`src/rtl/sar_pkg.sv`:
```
// Shared types and defaults for the successive-approximation search controller.
package sar_pkg;

  localparam int unsigned SAR_WIDTH = 4;

  typedef enum logic [1:0] {
    S_IDLE  = 2'd0,
    S_TRIAL = 2'd1,
    S_DONE  = 2'd2
  } sar_state_t;

endpackage

```
`src/rtl/sar_bias_map.sv`:
```
// Maps an offset-binary code onto the comparator B encoding; identity when unsigned,
// MSB inverted when signed so offset order matches two's-complement order.
module sar_bias_map
  import sar_pkg::*;
#(
  parameter int unsigned WIDTH = SAR_WIDTH
) (
  input  logic [WIDTH-1:0] i_code,
  input  logic             i_sign,
  output logic [WIDTH-1:0] o_biased
);

  always_comb begin
    o_biased            = i_code;
    o_biased[WIDTH-1]   = i_code[WIDTH-1] ^ i_sign;
  end

endmodule

```
`src/rtl/sar_search_4bit.sv`:
```
// SAR search controller: recovers the comparator A operand one bit per clock, MSB first.
// Optional build macro SAR_EARLY_EXIT_EN ends the search on the first equality trial.
module sar_search_4bit
  import sar_pkg::*;
#(
  parameter int unsigned WIDTH = SAR_WIDTH
) (
  input  logic             clk,
  input  logic             rst,
  input  logic             start,
  input  logic             sign,
  output logic [WIDTH-1:0] cmp_b,
  output logic             cmp_sign,
  input  logic             a_eq_b,
  input  logic             a_gt_b,
  input  logic             a_lt_b,
  output logic [WIDTH-1:0] result,
  output logic             busy,
  output logic             done,
  output logic             flag_err
);

  localparam int unsigned KW = (WIDTH > 1) ? $clog2(WIDTH) : 1;

  sar_state_t       r_state;
  logic [WIDTH-1:0] r_acc;
  logic [KW-1:0]    r_k;
  logic             r_sign;
  logic [WIDTH-1:0] r_result;
  logic             r_busy;
  logic             r_done;
  logic             r_err;

  logic [WIDTH-1:0] w_trial;
  logic [WIDTH-1:0] w_acc_next;
  logic [WIDTH-1:0] w_trial_b;
  logic [WIDTH-1:0] w_result_b;
  logic             w_ge;
  logic             w_onehot;
  logic             w_last;

  assign w_trial    = r_acc | (WIDTH'(1) << r_k);
  assign w_ge       = a_eq_b | a_gt_b;
  assign w_acc_next = w_ge ? w_trial : r_acc;

  always_comb begin
    case ({a_eq_b, a_gt_b, a_lt_b})
      3'b100, 3'b010, 3'b001: w_onehot = 1'b1;
      default:                w_onehot = 1'b0;
    endcase
  end

`ifdef SAR_EARLY_EXIT_EN
  assign w_last = (r_k == '0) || a_eq_b;
`else
  assign w_last = (r_k == '0);
`endif

  sar_bias_map #(.WIDTH(WIDTH)) u_bias_trial (
    .i_code   (w_trial),
    .i_sign   (r_sign),
    .o_biased (w_trial_b)
  );

  // On an equality exit w_acc_next equals w_trial, so this also yields cmp_b.
  sar_bias_map #(.WIDTH(WIDTH)) u_bias_result (
    .i_code   (w_acc_next),
    .i_sign   (r_sign),
    .o_biased (w_result_b)
  );

  always_ff @(posedge clk or posedge rst) begin
    if (rst) begin
      r_state  <= S_IDLE;
      r_acc    <= '0;
      r_k      <= KW'(WIDTH - 1);
      r_sign   <= 1'b0;
      r_result <= '0;
      r_busy   <= 1'b0;
      r_done   <= 1'b0;
      r_err    <= 1'b0;
    end else begin
      case (r_state)
        S_IDLE: begin
          r_done <= 1'b0;
          if (start) begin
            r_sign  <= sign;
            r_acc   <= '0;
            r_k     <= KW'(WIDTH - 1);
            r_err   <= 1'b0;
            r_busy  <= 1'b1;
            r_state <= S_TRIAL;
          end
        end
        S_TRIAL: begin
          if (!w_onehot) r_err <= 1'b1;
          r_acc <= w_acc_next;
          r_k   <= r_k - KW'(1);
          if (w_last) begin
            r_result <= w_result_b;
            r_busy   <= 1'b0;
            r_done   <= 1'b1;
            r_state  <= S_DONE;
          end
        end
        S_DONE: begin
          r_done  <= 1'b0;
          r_state <= S_IDLE;
        end
        default: begin
          r_busy  <= 1'b0;
          r_done  <= 1'b0;
          r_state <= S_IDLE;
        end
      endcase
    end
  end

  assign cmp_b    = (r_state == S_TRIAL) ? w_trial_b : '0;
  assign cmp_sign = r_sign;
  assign result   = r_result;
  assign busy     = r_busy;
  assign done     = r_done;
  assign flag_err = r_err;

endmodule

```
`config.mk`:
```
export PLATFORM = sky130hd
export DESIGN_NAME = sar_search_4bit
export DESIGN_NICKNAME = d
export VERILOG_FILES = /design/src/rtl/sar_pkg.sv /design/src/rtl/sar_bias_map.sv /design/src/rtl/sar_search_4bit.sv
export SDC_FILE = /design/constraint.sdc
export NUM_CORES = 1
export LEC_CHECK = 0
export CORE_MARGIN = 10
export CORE_UTILIZATION = 45
export CTS_BUF_LIST = sky130_fd_sc_hd__clkbuf_16
export DETAILED_ROUTE_END_ITERATION = 10
export PLACE_DENSITY = 0.84
export SLEW_MARGIN = 20
export SYNTH_ARGS = -nofsm -noshare
export SYNTH_HDL_FRONTEND = slang
export SYNTH_SLANG_ARGS = --single-unit
```
`constraint.sdc`:
```
create_clock -name clk -period 1.6 [get_ports clk]
set_input_delay 0.32 -clock clk [delete_from_list [all_inputs] [get_ports clk]]
set_output_delay 0.32 -clock clk [all_outputs]
set_load 0.01 [all_outputs]
```
==> results.py, run 1 <==
metrics = {
    "place": {
        "dp_worst_setup_slack_ns": -0.2788,
        "detailedPlacementHpwl_mm": 1.504,
        "port_buffers": 18,
        "post_dp_cell_area_sq_um": 1120,
        "routabilityCongestion": 0.7629,
    },
    "cts": {
        "cts_tree": "done",
        "worst_skew_pair.late_latency_ns": 0.24,
        "postCtsHoldBufs": 0,
        "ctsHtreeMaxLevel": 1,
        "clk_root_buffer_cell": "sky130_fd_sc_hd__clkbuf_16",
        "clock-sinks": 16,
        "cts_clock_pin_slew_for_the_worst_setup_and_hold_paths_ns": 0.05,
        "cts_buffer_depth": 2,
        "cts_inserted_buffers": 3,
    },
    "global_routing": {
        "first_pass_grt_wire_length_mm": 3.684,
        "track_usage_pct": 11.16,
        "globalRoute.totalOverflow": 0,
        "antenna_found_initial": 0,
        "via_count_of_the_first_global_routing_pass": 816,
        "pin_count_of_the_biggest_net_entering_global_routing": 17,
    },
    "setup_path": {
        "critical_path.max_fanout": 3,
        "worst_setup_path_endpoint": "cmp_b[0]",
        "critPathRequiredTime_ns": 1.28,
        "path_class": "flip-flop to output pin",
        "timing.critical_path.arrival_ns": 1.40,
        "regToRegEndpoint": "result[3]$_DFFE_PP0P_",
        "cells_on_worst_reg2reg_path": 5,
        "timing.critical_path.from_type": "flip-flop",
        "timing.critical_path.to_type": "output pin",
        "worst_setup_startpoint": "r_k[1]$_DFFE_PP1P_",
        "regToRegStartpoint": "r_k[0]$_DFFE_PP1P_",
        "reg2reg_slack_ns": 0.16,
    },
    "yosys": {
        "netlist.area_leader.share_pct": 41.73,
        "synth_top_cell_by_area": "sky130_fd_sc_hd__dfrtp_1",
        "ys.warnings.count": 0,
        "synth_top_cells_by_area": "sky130_fd_sc_hd__dfrtp_1 42%, sky130_fd_sc_hd__nor2_1 8.0%, sky130_fd_sc_hd__a21oi_1 6.6%",
        "synthCells": 88,
        "yosysSeqAreaShare_pct": 47.99,
        "netlist_area_sq_um": 839.6,
        "syn_area_per_cell_sq_um": 9.540,
        "register_bit_total_from_synthesis": 16,
        "synthesis.nets": 99,
        "synth.distinct_cells": 23,
    },
    "outcome": {
        "violations": "negative setup slack",
        "result_of_the_run": "finished, violations left",
    },
    "timing": {
        "setup-tns-final_ns": -0.4113,
        "worstMarginPinSlew_ns": 0.2384,
        "layout_min_cycle_time_ns": 1.720,
        "fmax_mhz": 581.3,
        "post-route-worst-setup-slack_ns": -0.1203,
        "skew_ns": 0.0007466,
        "timing.final.hold_violations": 0,
        "final_min_period_over_clock_period_pct": 107.5,
        "grt_setup_unrepaired": "true",
        "timing.final.setup_violations": 4,
        "slew_headroom_pct": 84.07,
        "final-max-slew-violation-count": 0,
    },
    "floorplanning": {
        "initial_utilization_pct": 48.10,
        "die-height_um": 63.20,
        "placementRows": 15,
        "boundaryPins": 19,
        "floorplan.core_area_sq_um": 1745,
        "floorplan.die_area_sq_um": 3994,
        "die_x_um": 63.20,
    },
    "routing": {
        "antenna_nets_post_route": 0,
        "wl_per_instance_um": 15.24,
        "post_detailed_routing_wire_length_mm": 2.256,
        "post-route-drc-count": 0,
        "num_vias": 738,
        "drt_iter0_markers": 23,
        "drt-vias-per-instance": 4.986,
        "first_pass_iters": 4,
    },
    "power_and_ir_drop": {
        "static-leakage-power_nw": 0.5904,
        "ir_drop_v": 0.001255,
        "power_density_nw_per_um2": 2197,
    },
    "layout": {
        "insertedDiodeCount": 0,
        "most-common-layout-cells": "16 x sky130_fd_sc_hd__nor2_1, 14 x sky130_fd_sc_hd__dfrtp_1, 13 x sky130_fd_sc_hd__clkdlybuf4s50_1, 13 x sky130_fd_sc_hd__buf_4, 11 x sky130_fd_sc_hd__a21oi_1",
        "finalNetCount": 135,
        "most_common_cell_after_layout_fill_and_taps_aside": "sky130_fd_sc_hd__nor2_1",
        "final_layout_size_suffix_gt1_share_pct": 30.89,
        "utilization_pct": 71.40,
        "syn_to_final_growth_pct": 48.44,
        "area_of_all_placed_cells_without_fillers_sq_um": 1246,
    },
    "hold_path": {
        "hp-class": "primary input to asynchronous set/reset pin",
    },
    "flow_run": {
        "timing.max_cap.violations": 0,
    },
}
[cell type report]
cell class / instances / area (sq um)
Inverter: 7 / 28.78
Fill cell: 128 / 499.2
Clock buffer: 3 / 75.07
Tap cell: 25 / 31.28
Multi-Input combinational cell: 64 / 436.7
Timing Repair Buffer: 32 / 267.8
Clock inverter: 1 / 3.754
Sequential cell: 16 / 402.9
[what timing repair did]
action                                  4_1_cts  5_1_grt
setup buffers                                 2        1
endpoints found under the setup margin        5        4
hold endpoints to repair                      0        0
pin swaps                                     4        4
resized for setup                            25        4
gates cloned                                  0        0
[sequential cells by signal, indices dropped and copies added (netlist names)]
register  count
r_acc         4
result        4
r_k           2
r_state       2
busy          1
cmp_sign      1
done          1
flag_err      1
[metal layers]
layer	GRT usage [%]	vias to the layer above	wire (um)
met5	0	-	0
met4	2.732	0	29
met3	4.064	4	108
met2	20.81	19	1219
met1	11.46	356	897
li1	-	359	-
[worst min-delay path by stage]
stage | from | to | slack, ns | cells past startpoint
final | rst | cmp_sign$_DFFE_PP0P_ | 0.38 | 3
after global placement | result[3]$_DFFE_PP0P_ | result[3]$_DFFE_PP0P_ | 0.46 | 2
after floorplan | rst | busy$_DFFE_PP0P_ | 0.23 | 1
after global routing | rst | r_state[1]$_DFFE_PP0P_ | 0.41 | 3
after CTS | rst | result[3]$_DFFE_PP0P_ | 0.39 | 3
after detailed placement | result[3]$_DFFE_PP0P_ | result[3]$_DFFE_PP0P_ | 0.48 | 2
[power breakdown]
part	total, mW	switching, mW	internal (mW)	leakage [nW]
Sequential	0.759	0.146	0.613	0.192
Clock	0.484	0.153	0.331	0.0385
Combinational	1.49	0.726	0.768	0.360
[logic make-up (layout without fill, tap and decap cells)]
group	Yosys count	after routing	synth area share, %
compound gates	25	25	16.99
xor+xnor	2	2	2.087
fa+ha+maj	4	4	5.961
buf+inv	8	43	4.769
flops	16	16	47.99
mux	2	2	2.980
simple gates	31	31	19.23
[cells in the mapped netlist]
library cell	number
sky130_fd_sc_hd__nor2_1	18
sky130_fd_sc_hd__dfrtp_1	14
sky130_fd_sc_hd__a21oi_1	11
sky130_fd_sc_hd__o21ai_0	9
sky130_fd_sc_hd__inv_1	7
sky130_fd_sc_hd__nand2_1	6
sky130_fd_sc_hd__ha_1	4
sky130_fd_sc_hd__dfstp_2	2
sky130_fd_sc_hd__o21ba_2	2
sky130_fd_sc_hd__xor2_1	2
sky130_fd_sc_hd__a21boi_0	1
sky130_fd_sc_hd__clkbuf_8	1
sky130_fd_sc_hd__mux2_4	1
sky130_fd_sc_hd__mux2i_1	1
sky130_fd_sc_hd__nand2b_4	1
sky130_fd_sc_hd__nand3b_4	1
sky130_fd_sc_hd__nor2_2	1
sky130_fd_sc_hd__nor2b_1	1
sky130_fd_sc_hd__nor3b_1	1
sky130_fd_sc_hd__o21a_1	1
sky130_fd_sc_hd__o31ai_1	1
sky130_fd_sc_hd__or2_2	1
sky130_fd_sc_hd__or2b_4	1
[critical path: stages, from the launching register on]
cell	delay [ns]
sky130_fd_sc_hd__dfstp_2	0.56
sky130_fd_sc_hd__buf_6	0.12
sky130_fd_sc_hd__inv_4	0.04
sky130_fd_sc_hd__ha_2	0.16
sky130_fd_sc_hd__nor2_1	0.09
sky130_fd_sc_hd__nor2_1	0.05
sky130_fd_sc_hd__buf_2	0.13
[metrics by stage]
| stage | hold WS [ns] | instances | total power, mW |
|---|---|---|---|
| 6_report | 0.3804 | 148 | 2.738 |
| 4_1_cts | 0.3903 | 147 | 2.662 |
| 3_3_place_gp | 0.4599 | 141 | 2.094 |
| 5_1_grt | 0.4122 | 148 | 2.940 |
| 3_5_place_dp | 0.4759 | 141 | 2.146 |
| 2_1_floorplan | 0.2323 | 88 | 1.490 |
(Power assumes the default switching activity.)
==> run 2: changes to the inputs <==
--- a/config.mk
+++ b/config.mk
@@ -10,6 +10,7 @@
 export CTS_BUF_LIST = sky130_fd_sc_hd__clkbuf_16
 export DETAILED_ROUTE_END_ITERATION = 10
 export PLACE_DENSITY = 0.84
+export SKIP_CTS_REPAIR_TIMING = 1
 export SLEW_MARGIN = 20
 export SYNTH_ARGS = -nofsm -noshare
 export SYNTH_HDL_FRONTEND = slang
==> run 2 against run 1 <==
The flow still finishes with violations (negative setup slack); die area unchanged; critical path type unchanged; largest cell class unchanged; clock power hardly changed; non-clock buffer count decreased by 2.
==> results.py, run 2 (same netlist as run 1, synthesis figures left out) <==
metrics = {
    "outcome": {
        "result_of_the_run": "finished, violations left",
        "violations": "negative setup slack",
    },
    "floorplanning": {
        "initial_utilization_pct": 48.10,
        "placementRows": 15,
        "floorplan.core_area_sq_um": 1745,
        "boundaryPins": 19,
        "floorplan.die_area_sq_um": 3994,
        "die_x_um": 63.20,
        "die-height_um": 63.20,
    },
    "setup_path": {
        "regToRegStartpoint": "r_k[1]$_DFFE_PP1P_",
        "critPathRequiredTime_ns": 1.28,
        "regToRegEndpoint": "result[3]$_DFFE_PP0P_",
        "reg2reg_slack_ns": 0.17,
        "critical_path.max_fanout": 3,
        "path_class": "flip-flop to output pin",
        "timing.critical_path.from_type": "flip-flop",
        "cells_on_worst_reg2reg_path": 7,
        "timing.critical_path.arrival_ns": 1.41,
        "timing.critical_path.to_type": "output pin",
    },
    "timing": {
        "final-max-slew-violation-count": 0,
        "post-route-worst-setup-slack_ns": -0.1349,
        "setup-tns-final_ns": -0.4292,
        "hold_ws_ns": 0.3801,
        "timing.final.hold_violations": 0,
        "layout_min_cycle_time_ns": 1.735,
        "final_min_period_over_clock_period_pct": 108.4,
        "timing.final.setup_violations": 4,
        "grt_setup_unrepaired": "true",
        "skew_ns": 0.001083,
        "slew_headroom_pct": 84.94,
        "worstMarginPinSlew_ns": 0.2235,
        "fmax_mhz": 576.4,
    },
    "layout": {
        "finalNetCount": 133,
        "most-common-layout-cells": "16 x sky130_fd_sc_hd__nor2_1, 14 x sky130_fd_sc_hd__dfrtp_1, 13 x sky130_fd_sc_hd__clkdlybuf4s50_1",
        "utilization_pct": 70.47,
        "most_common_cell_after_layout_fill_and_taps_aside": "sky130_fd_sc_hd__nor2_1",
        "insertedDiodeCount": 0,
        "final_layout_size_suffix_gt1_share_pct": 29.75,
        "area_of_all_placed_cells_without_fillers_sq_um": 1230,
        "post_layout_nonfiller_instances": 146,
        "syn_to_final_growth_pct": 46.50,
    },
    "routing": {
        "wl_per_instance_um": 15.09,
        "drt_iter0_markers": 26,
        "first_pass_iters": 4,
        "antenna_nets_post_route": 0,
        "post-route-drc-count": 0,
        "post_detailed_routing_wire_length_mm": 2.203,
        "drt-vias-per-instance": 4.897,
        "num_vias": 715,
    },
    "flow_run": {
        "timing.max_cap.violations": 0,
    },
    "cts": {
        "ctsHtreeMaxLevel": 1,
        "cts_buffer_depth": 2,
        "cts_inserted_buffers": 3,
        "clk_root_buffer_cell": "sky130_fd_sc_hd__clkbuf_16",
        "clock-sinks": 16,
        "worst_skew_pair.late_latency_ns": 0.24,
        "cts_tree": "done",
        "cts_clock_pin_slew_for_the_worst_setup_and_hold_paths_ns": 0.05,
    },
    "power_and_ir_drop": {
        "total_power_mw": 2.699,
        "static-leakage-power_nw": 0.5877,
        "ir_drop_v": 0.001402,
        "power_density_nw_per_um2": 2194,
    },
    "hold_path": {
        "hp-class": "primary input to asynchronous set/reset pin",
    },
    "global_routing": {
        "via_count_of_the_first_global_routing_pass": 808,
        "globalRoute.totalOverflow": 0,
        "pin_count_of_the_biggest_net_entering_global_routing": 17,
        "first_pass_grt_wire_length_mm": 3.532,
        "track_usage_pct": 10.66,
        "antenna_found_initial": 0,
    },
    "place": {
        "dp_worst_setup_slack_ns": -0.2788,
        "routabilityCongestion": 0.7629,
        "detailedPlacementHpwl_mm": 1.504,
        "post_dp_cell_area_sq_um": 1120,
        "port_buffers": 18,
        "total_placed_cells_including_tap_cells": 141,
    },
}
## run 2: worst max-delay path: stages (launching register included)
cell	delay, ns
sky130_fd_sc_hd__dfstp_2	0.56
sky130_fd_sc_hd__buf_6	0.12
sky130_fd_sc_hd__inv_4	0.04
sky130_fd_sc_hd__ha_2	0.18
sky130_fd_sc_hd__nor2_1	0.09
sky130_fd_sc_hd__nor2_1	0.05
sky130_fd_sc_hd__buf_2	0.13
## run 2: worst max-delay path by stage
stage,from,to,depth (start not counted)
after floorplan,r_k[1]$_DFFE_PP1P_,cmp_b[3],4
after global placement,r_k[0]$_DFFE_PP1P_,cmp_b[3],5
after detailed placement,r_k[0]$_DFFE_PP1P_,cmp_b[3],5
after CTS,r_k[0]$_DFFE_PP1P_,cmp_b[3],5
after global routing,r_k[1]$_DFFE_PP1P_,cmp_b[0],6
final,r_k[1]$_DFFE_PP1P_,cmp_b[0],6
## run 2: layout make-up
cell class	instances	area (sq um)
clock buffers	3	75.07
clock inverters	1	3.754
fillers	141	515.5
inverters	7	28.78
multi-input cells	64	431.7
flip-flops and latches	16	402.9
well taps	25	31.28
repair buffers	30	256.5
## run 2: where the power goes
group / switching, mW / leakage, nW / internal, mW
sequential: 0.141 / 0.192 / 0.613
clock: 0.153 / 0.0385 / 0.331
combinational: 0.719 / 0.357 / 0.741
## run 2: metal layers
layer	track usage (%)	up-vias	part of all wire [%]
met5	0	-	0
met4	1.639	0	0
met3	4.064	0	4.6
met2	20.56	13	54
met1	10.65	349	42
li1	-	353	-
